==> src/rtl/qu_common_pkg.sv <==
// Shared Qu core types: ROB entry layout, entry states and sizing constants.
package qu_common;

  localparam int ROB_DEPTH          = 8;
  localparam int ROB_ADDR_WIDTH     = $clog2(ROB_DEPTH);
  localparam int PHY_RF_ADDR_WIDTH  = 6;

  typedef logic [PHY_RF_ADDR_WIDTH-1:0] phy_rf_addr_t;
  typedef logic [ROB_ADDR_WIDTH-1:0]    rob_addr_t;
  typedef logic [ROB_ADDR_WIDTH:0]      rob_count_t;

  typedef enum logic [1:0] {
    ROB_STATE_EMPTY   = 2'd0,
    ROB_STATE_PENDING = 2'd1,
    ROB_STATE_EXECUTE = 2'd2,
    ROB_STATE_RETIRED = 2'd3
  } rob_state_e;

  typedef struct packed {
    rob_state_e   state;
    phy_rf_addr_t dest;
    logic [31:0]  value;
    logic         mispredicted_branch;
  } rob_cell_t;

  localparam rob_cell_t ROB_CELL_RESET = '{
    state:               ROB_STATE_EMPTY,
    dest:                '0,
    value:               '0,
    mispredicted_branch: 1'b0
  };

endpackage

==> src/rtl/qu_rob_ptr.sv <==
// Wrap-around pointer with increment and synchronous clear; the pointer width
// is log2 of a power-of-two depth, so natural overflow is the modulo wrap.
module qu_rob_ptr #(
  parameter int WIDTH = 3
) (
  input  logic             clk,
  input  logic             rst_n,
  input  logic             clr_i,
  input  logic             inc_i,
  output logic [WIDTH-1:0] ptr_o
);

  logic [WIDTH-1:0] ptr_q, ptr_d;

  // Clear wins over increment so a flush always lands the pointer at 0.
  always_comb begin
    ptr_d = ptr_q;
    if (clr_i)      ptr_d = '0;
    else if (inc_i) ptr_d = ptr_q + WIDTH'(1);
  end

  // NOTE: sequential state uses non-blocking assignments only; mixing in
  // blocking assignments here creates simulation/synthesis ordering races.
  always_ff @(posedge clk or negedge rst_n) begin
    if (!rst_n) ptr_q <= '0;
    else        ptr_q <= ptr_d;
  end

  assign ptr_o = ptr_q;

endmodule

==> src/rtl/qu_rob.sv <==
// Qu reorder buffer: in-order allocate/commit, out-of-order issue/writeback,
// flush on mispredicted head. Define QU_ROB_FORWARD_EN to build operand forwarding.
module qu_rob
  import qu_common::*;
#(
  parameter int ROB_DEPTH = qu_common::ROB_DEPTH
) (
  input  logic                       clk,
  input  logic                       rst_n,

  input  logic                       alloc_valid_i,
  input  phy_rf_addr_t               alloc_dest_i,
  output logic                       alloc_ready_o,
  output rob_addr_t                  alloc_addr_o,

  input  logic                       issue_valid_i,
  input  rob_addr_t                  issue_rob_addr_i,

  input  logic                       wb_valid_i,
  input  rob_addr_t                  wb_rob_addr_i,
  input  logic [31:0]                wb_value_i,
  input  logic                       wb_mispredicted_i,

  output logic                       commit_valid_o,
  input  logic                       commit_ready_i,
  output phy_rf_addr_t               commit_dest_o,
  output logic [31:0]                commit_value_o,
  output logic                       flush_o,

  input  rob_addr_t                  fwd_addr_j_i,
  input  rob_addr_t                  fwd_addr_k_i,
  output logic [31:0]                fwd_value_j_o,
  output logic [31:0]                fwd_value_k_o,
  output logic                       fwd_ready_j_o,
  output logic                       fwd_ready_k_o,

  output logic [$clog2(ROB_DEPTH):0] count_o
);

  localparam int                CW         = $clog2(ROB_DEPTH) + 1;
  localparam logic [CW-1:0]     FULL_COUNT = CW'(ROB_DEPTH);

  rob_cell_t         cells_q [ROB_DEPTH];
  rob_cell_t         cells_d [ROB_DEPTH];
  logic [CW-1:0]     count_q, count_d;
  rob_addr_t         head, tail;

  logic              alloc_fire;
  logic              commit_fire;
  logic              flush;

  qu_rob_ptr #(.WIDTH(ROB_ADDR_WIDTH)) u_head_ptr (
    .clk   (clk),
    .rst_n (rst_n),
    .clr_i (flush),
    .inc_i (commit_fire),
    .ptr_o (head)
  );

  qu_rob_ptr #(.WIDTH(ROB_ADDR_WIDTH)) u_tail_ptr (
    .clk   (clk),
    .rst_n (rst_n),
    .clr_i (flush),
    .inc_i (alloc_fire),
    .ptr_o (tail)
  );

  // Full blocks allocation even when the head commits this cycle (no bypass).
  assign alloc_ready_o  = (count_q != FULL_COUNT);
  assign alloc_addr_o   = tail;
  assign alloc_fire     = alloc_valid_i & alloc_ready_o;

  assign commit_valid_o = (count_q != '0) && (cells_q[head].state == ROB_STATE_RETIRED);
  assign commit_dest_o  = cells_q[head].dest;
  assign commit_value_o = cells_q[head].value;
  assign commit_fire    = commit_valid_o & commit_ready_i;
  assign flush          = commit_fire & cells_q[head].mispredicted_branch;
  assign flush_o        = flush;

  // NOTE: every combinational output gets a default before any conditional
  // update; a path that leaves a variable unassigned would infer a latch.
  always_comb begin
    cells_d = cells_q;
    count_d = count_q;
    if (flush) begin
      for (int i = 0; i < ROB_DEPTH; i++) cells_d[i].state = ROB_STATE_EMPTY;
      count_d = '0;
    end else begin
      if (issue_valid_i && cells_q[issue_rob_addr_i].state == ROB_STATE_PENDING)
        cells_d[issue_rob_addr_i].state = ROB_STATE_EXECUTE;

      // Writeback after issue so a same-cycle issue+writeback ends RETIRED.
      if (wb_valid_i && (cells_q[wb_rob_addr_i].state == ROB_STATE_PENDING ||
                         cells_q[wb_rob_addr_i].state == ROB_STATE_EXECUTE)) begin
        cells_d[wb_rob_addr_i].state               = ROB_STATE_RETIRED;
        cells_d[wb_rob_addr_i].value               = wb_value_i;
        cells_d[wb_rob_addr_i].mispredicted_branch = wb_mispredicted_i;
      end

      if (commit_fire) cells_d[head].state = ROB_STATE_EMPTY;

      if (alloc_fire) begin
        cells_d[tail] = '{
          state:               ROB_STATE_PENDING,
          dest:                alloc_dest_i,
          value:               '0,
          mispredicted_branch: 1'b0
        };
      end

      case ({alloc_fire, commit_fire})
        2'b10:   count_d = count_q + CW'(1);
        2'b01:   count_d = count_q - CW'(1);
        default: count_d = count_q;
      endcase
    end
  end

  // NOTE: the entry array is reset in full, not just its state field, so the
  // commit and forwarding data outputs read as zero straight out of reset.
  always_ff @(posedge clk or negedge rst_n) begin
    if (!rst_n) begin
      for (int i = 0; i < ROB_DEPTH; i++) cells_q[i] <= ROB_CELL_RESET;
      count_q <= '0;
    end else begin
      for (int i = 0; i < ROB_DEPTH; i++) cells_q[i] <= cells_d[i];
      count_q <= count_d;
    end
  end

  assign count_o = count_q;

`ifdef QU_ROB_FORWARD_EN
  assign fwd_value_j_o = cells_q[fwd_addr_j_i].value;
  assign fwd_value_k_o = cells_q[fwd_addr_k_i].value;
  assign fwd_ready_j_o = (cells_q[fwd_addr_j_i].state == ROB_STATE_RETIRED);
  assign fwd_ready_k_o = (cells_q[fwd_addr_k_i].state == ROB_STATE_RETIRED);
`else
  // Without forwarding, reservation stations wait on the common data bus.
  logic unused_fwd_addr;
  assign unused_fwd_addr = ^{fwd_addr_j_i, fwd_addr_k_i};
  assign fwd_value_j_o   = '0;
  assign fwd_value_k_o   = '0;
  assign fwd_ready_j_o   = 1'b0;
  assign fwd_ready_k_o   = 1'b0;
`endif

endmodule
==> config.mk <==
export PLATFORM = sky130hd
export DESIGN_NAME = qu_rob
export DESIGN_NICKNAME = d
export VERILOG_FILES = /design/src/rtl/qu_common_pkg.sv /design/src/rtl/qu_rob_ptr.sv /design/src/rtl/qu_rob.sv
export SDC_FILE = /design/constraint.sdc
export NUM_CORES = 1
export LEC_CHECK = 0
export BUFFER_PORTS_ARGS = -buffer_cell sky130_fd_sc_hd__buf_2
export CAP_MARGIN = 20
export CORE_MARGIN = 2
export CORE_UTILIZATION = 40
export DETAILED_ROUTE_END_ITERATION = 7
export GPL_TIMING_DRIVEN = 1
export HOLD_SLACK_MARGIN = 0.15
export SLEW_MARGIN = 15
export SYNTH_ARGS = -nofsm -noshare
export SYNTH_HDL_FRONTEND = slang
export SYNTH_SLANG_ARGS = --single-unit
==> constraint.sdc <==
create_clock -name clk -period 3.02 [get_ports clk]
set_input_delay 0.604 -clock clk [delete_from_list [all_inputs] [get_ports clk]]
set_output_delay 0.604 -clock clk [all_outputs]
set_load 0.05 [all_outputs]
==> out/qor.txt <==
Final Cycle Share: 103%
Die Width: 201 um
Leakage: 9.01 nW
Vias: 12,500
Cell Area, Synth: 15,600 um2
Startpoint types: flop
1st-iter DRT viols: 1,280
R2r worst-path depth: 14
Largest family of logic cells by synthesized area: compound AO/OA/AOI/OAI gates
Critical-path cell list: buf_12 -> mux2_4 -> mux4_2 -> o211ai_4 -> buf_6 -> or3_4 -> inv_6 -> buf_8
Met2 Track Usage GR: 39.1%
CTS tree: yes
Setup TNS: -0.162 ns
Worst-Skew Late Latency: 0.57 ns
DP Cell Count: 1,894
CP Data Arrival Time: 2.50 ns
Setup CP Type: flop to primary output
GP Congestion: 0.936
Global route total overflow: 0
CP delay by family, top: multiplexers
Pwr Density: 1110 nW/um2
Unrepaired setup endpoints after global routing: true
Seq/Total Area, Yosys: 54.2%
GRT Max-Usage Layer: met2
Register area: 8460 um2
CP max stage delay: 0.50 ns
GRT Overall Usage: 25.1%
Synth Register Bits: 338
Clk slew on worst S/H paths: 0.06 ns
Core footprint: 38,600 um2
Adder-Cell Fraction of Synth Area: 0.449%
Post-synth EDFFs: 0
Met3 Resource Use GR: 4.57%
Max-Cap Viols: 0
# setup viols final: 3
Hold Crit Endpoint: cells_q[207]$_DFFE_PN0N_
Largest net degree at the start of global routing: 79
Synth Flop Type: dfrtp_1
Simple-gate share of the synthesized area: 6.24%
Max stage delay cell, worst path: mux4_2
Slew headroom: 37.6%
CTS H-tree lvls: 2
Synth unique cells: 58
Skew final: 0.0274 ns
Port-buffer cells: 98
Worst R2R End: cells_q[195]$_DFFE_PN0N_
Worst r2r src: u_head_ptr.ptr_o[2]$_DFFE_PN0P_
Layout cells sized above 1: 32.6%
Yosys warning count: 0
Max Slew Vio Count: 0
HP Class: input pin to flop
Synth Area in XOR/XNOR: 0.225%
Vias in the first global route: 12,600
Post-DRT Antenna Nets: 0
Minimum clock period: 3.11 ns
Multiplexer share of the synthesized area: 5.12%
Io pins: 171
Least-Margin Pin Slew: 0.929 ns
Initial antenna violation count: 1
# nets final: 1,542
Final hold violations: 0
PnR worst setup slack: -0.0873 ns
Drt wl/cell: 26.1 um
Sum of buffers and inverters on the critical path: 4
Worst hold path stage count: 2
Max Clk Rate: 322 MHz
Clock Path Buffers: 3
Min Hold Slack: 0.367 ns
WP data required: 2.42 ns
DRC: 0
Synth Area in Compound Gates: 26.3%
TritonCTS Buffers: 38
Initial DRT Pass Iterations: 5
Via density: 6.15
Mapped Cells: 1,317
Area of the multi-input gates: 6870 um2
Fillcell total: 3,297
Final cell count without fillers: 2,030
Site Rows: 72
CP Capture Type: primary output
Starting Density: 40.4%
Flop-to-flop setup slack: 0.04 ns
Avg Inst Size Synth: 11.8 um2
Asr flop ratio synth: 100%
First-pass GRT wire length: 78.1 mm
Die Span Y: 201 um
Hold_sp: wb_value_i[1]
Met1 usage: 35.1%
Status: finished, violations left
Failing checks: setup timing
Max FO, Critical Path: 6
CTS sink cnt: 338
Clock root cell: clkbuf_16
DRT Wirelength: 52.9 mm
P&R area growth vs syn: 31.0%
HPWL reported at the end of detailed placement: 28.8 mm
Die ar.: 40,600 um2
Peak ir drop on the vdd network: 0.820 mV
## layer usage
metal  up-vias  share of wire, %
li1       5287                 -
met1      6498                43
met2       583                46
met3       107               7.8
met4         2               2.9
met5         -             0.025
## metrics by stage
step | power, mW | instance area (um2) | utilization (%) | setup slack, ns
floorplan | 13.4 | 15900 | - | -0.153
global placement | 16.0 | 17300 | 44.8 | -0.0397
detailed placement | 16.2 | 17300 | 44.8 | -0.0423
CTS | 22.0 | 19500 | 50.5 | -0.0959
global route | 23.7 | 20400 | 52.9 | -0.135
finish | 22.7 | 20400 | 53.0 | -0.0873
## cell usage in the layout (no fill, tap or decap), types with 5 or more instances in the layout
cell       count
clkbuf_8       6
nand2_1       25
nor2b_1        8
a22oi_1       90
mux2_1        17
clkinv_2       8
nand4_1       40
a21oi_1       14
mux2i_1       10
nor3_4         8
a22o_1       267
conb_1        66
dfrtp_1      335
o21a_1         7
nand2b_1       7
nand3_1        8
nor2_1        20
buf_16         8
buf_6         47
clkbuf_1       6
buf_2         59
o21ai_0       28
buf_8          5
buf_4         79
or3_1          6
mux2_4        14
o21ai_4        7
bufinv_16      5
nor3_1        19
clkbuf_16     48
mux2_2        27
a22oi_2       67
nor2_4         8
buf_12        55
## report_power, final
part           total (mW)  leakage [nW]  internal (mW)  switching (mW)
clock network        4.94         0.655           2.96            1.98
logic                9.67          3.92           4.32            5.34
registers            8.08          4.43           6.64            1.44
total                22.7          9.01           13.9            8.76
## sequential cells by signal, summed over array words and instances (netlist names)
name and count:
cells_q 328, count_o 4, u_head_ptr.ptr_o 3, u_tail_ptr.ptr_o 3
## how the worst max path moves through the flow
stage          cells after the start                       end  slack (ns)                             from
3_3_place_gp                      11   cells_q[14]$_DFFE_PN0N_       -0.04                 wb_rob_addr_i[1]
6_report                           8                   flush_o       -0.09  u_head_ptr.ptr_o[2]$_DFFE_PN0P_
2_1_floorplan                     14    count_o[3]$_DFFE_PN0P_       -0.15  u_head_ptr.ptr_o[2]$_DFFE_PN0P_
5_1_grt                            8                   flush_o       -0.13  u_head_ptr.ptr_o[2]$_DFFE_PN0P_
3_5_place_dp                       9  cells_q[318]$_DFFE_PN0N_       -0.04                 wb_rob_addr_i[1]
4_1_cts                            8                   flush_o        -0.1  u_head_ptr.ptr_o[0]$_DFFE_PN0P_
## cell families after synthesis
logic type / after synthesis
AO/OA/AOI/OAI: 514
XOR/XNOR: 4
adder cells (fa/ha/maj): 5
buffers and inverters: 214
flip-flops: 338
multiplexers: 70
other: 1
AND/OR/NAND/NOR: 171
## cell type report
class | instances | share of cell area [%]
diodes | 2 | 0.0245
repair buffers | 265 | 15.0
flip-flops and latches | 338 | 41.4
clock inverters | 19 | 1.25
inverters | 7 | 0.184
clock buffers | 51 | 5.29
multi-input cells | 830 | 33.6
well taps | 518 | 3.17
## synth_stat cells (6+ instances only)
library cell / n / area (um2)
a22oi_1: 157 / 1180
o21ai_1: 7 / 35.0
nor2_1: 23 / 86.3
a21oi_1: 15 / 75.1
and2_1: 8 / 50.1
nor2b_1: 11 / 68.8
inv_1: 6 / 22.5
mux2i_1: 10 / 100
nor3_1: 21 / 105
nor3_2: 7 / 70.1
a22o_1: 267 / 2340
mux2_2: 40 / 450
o21a_1: 7 / 52.6
or3_1: 6 / 37.5
mux2_1: 18 / 203
dfrtp_1: 338 / 8460
nand2_1: 26 / 97.6
buf_1: 38 / 143
clkbuf_1: 46 / 173
nand4_1: 40 / 250
nand2b_1: 7 / 43.8
buf_4: 67 / 503
o21ai_0: 28 / 140
buf_2: 52 / 260
nand3_1: 8 / 40.0
## repair_timing
action | CTS | global route
endpoints found under the hold margin | 72 | 0
gates resized for setup | 107 | 102
pin swaps | 35 | 59
hold buffers | 1 | 0
buffers inserted | 26 | 19
endpoints found under the setup margin | 57 | 236
gates cloned | 8 | 11
No activity file was read; power rests on OpenSTA's default activity.
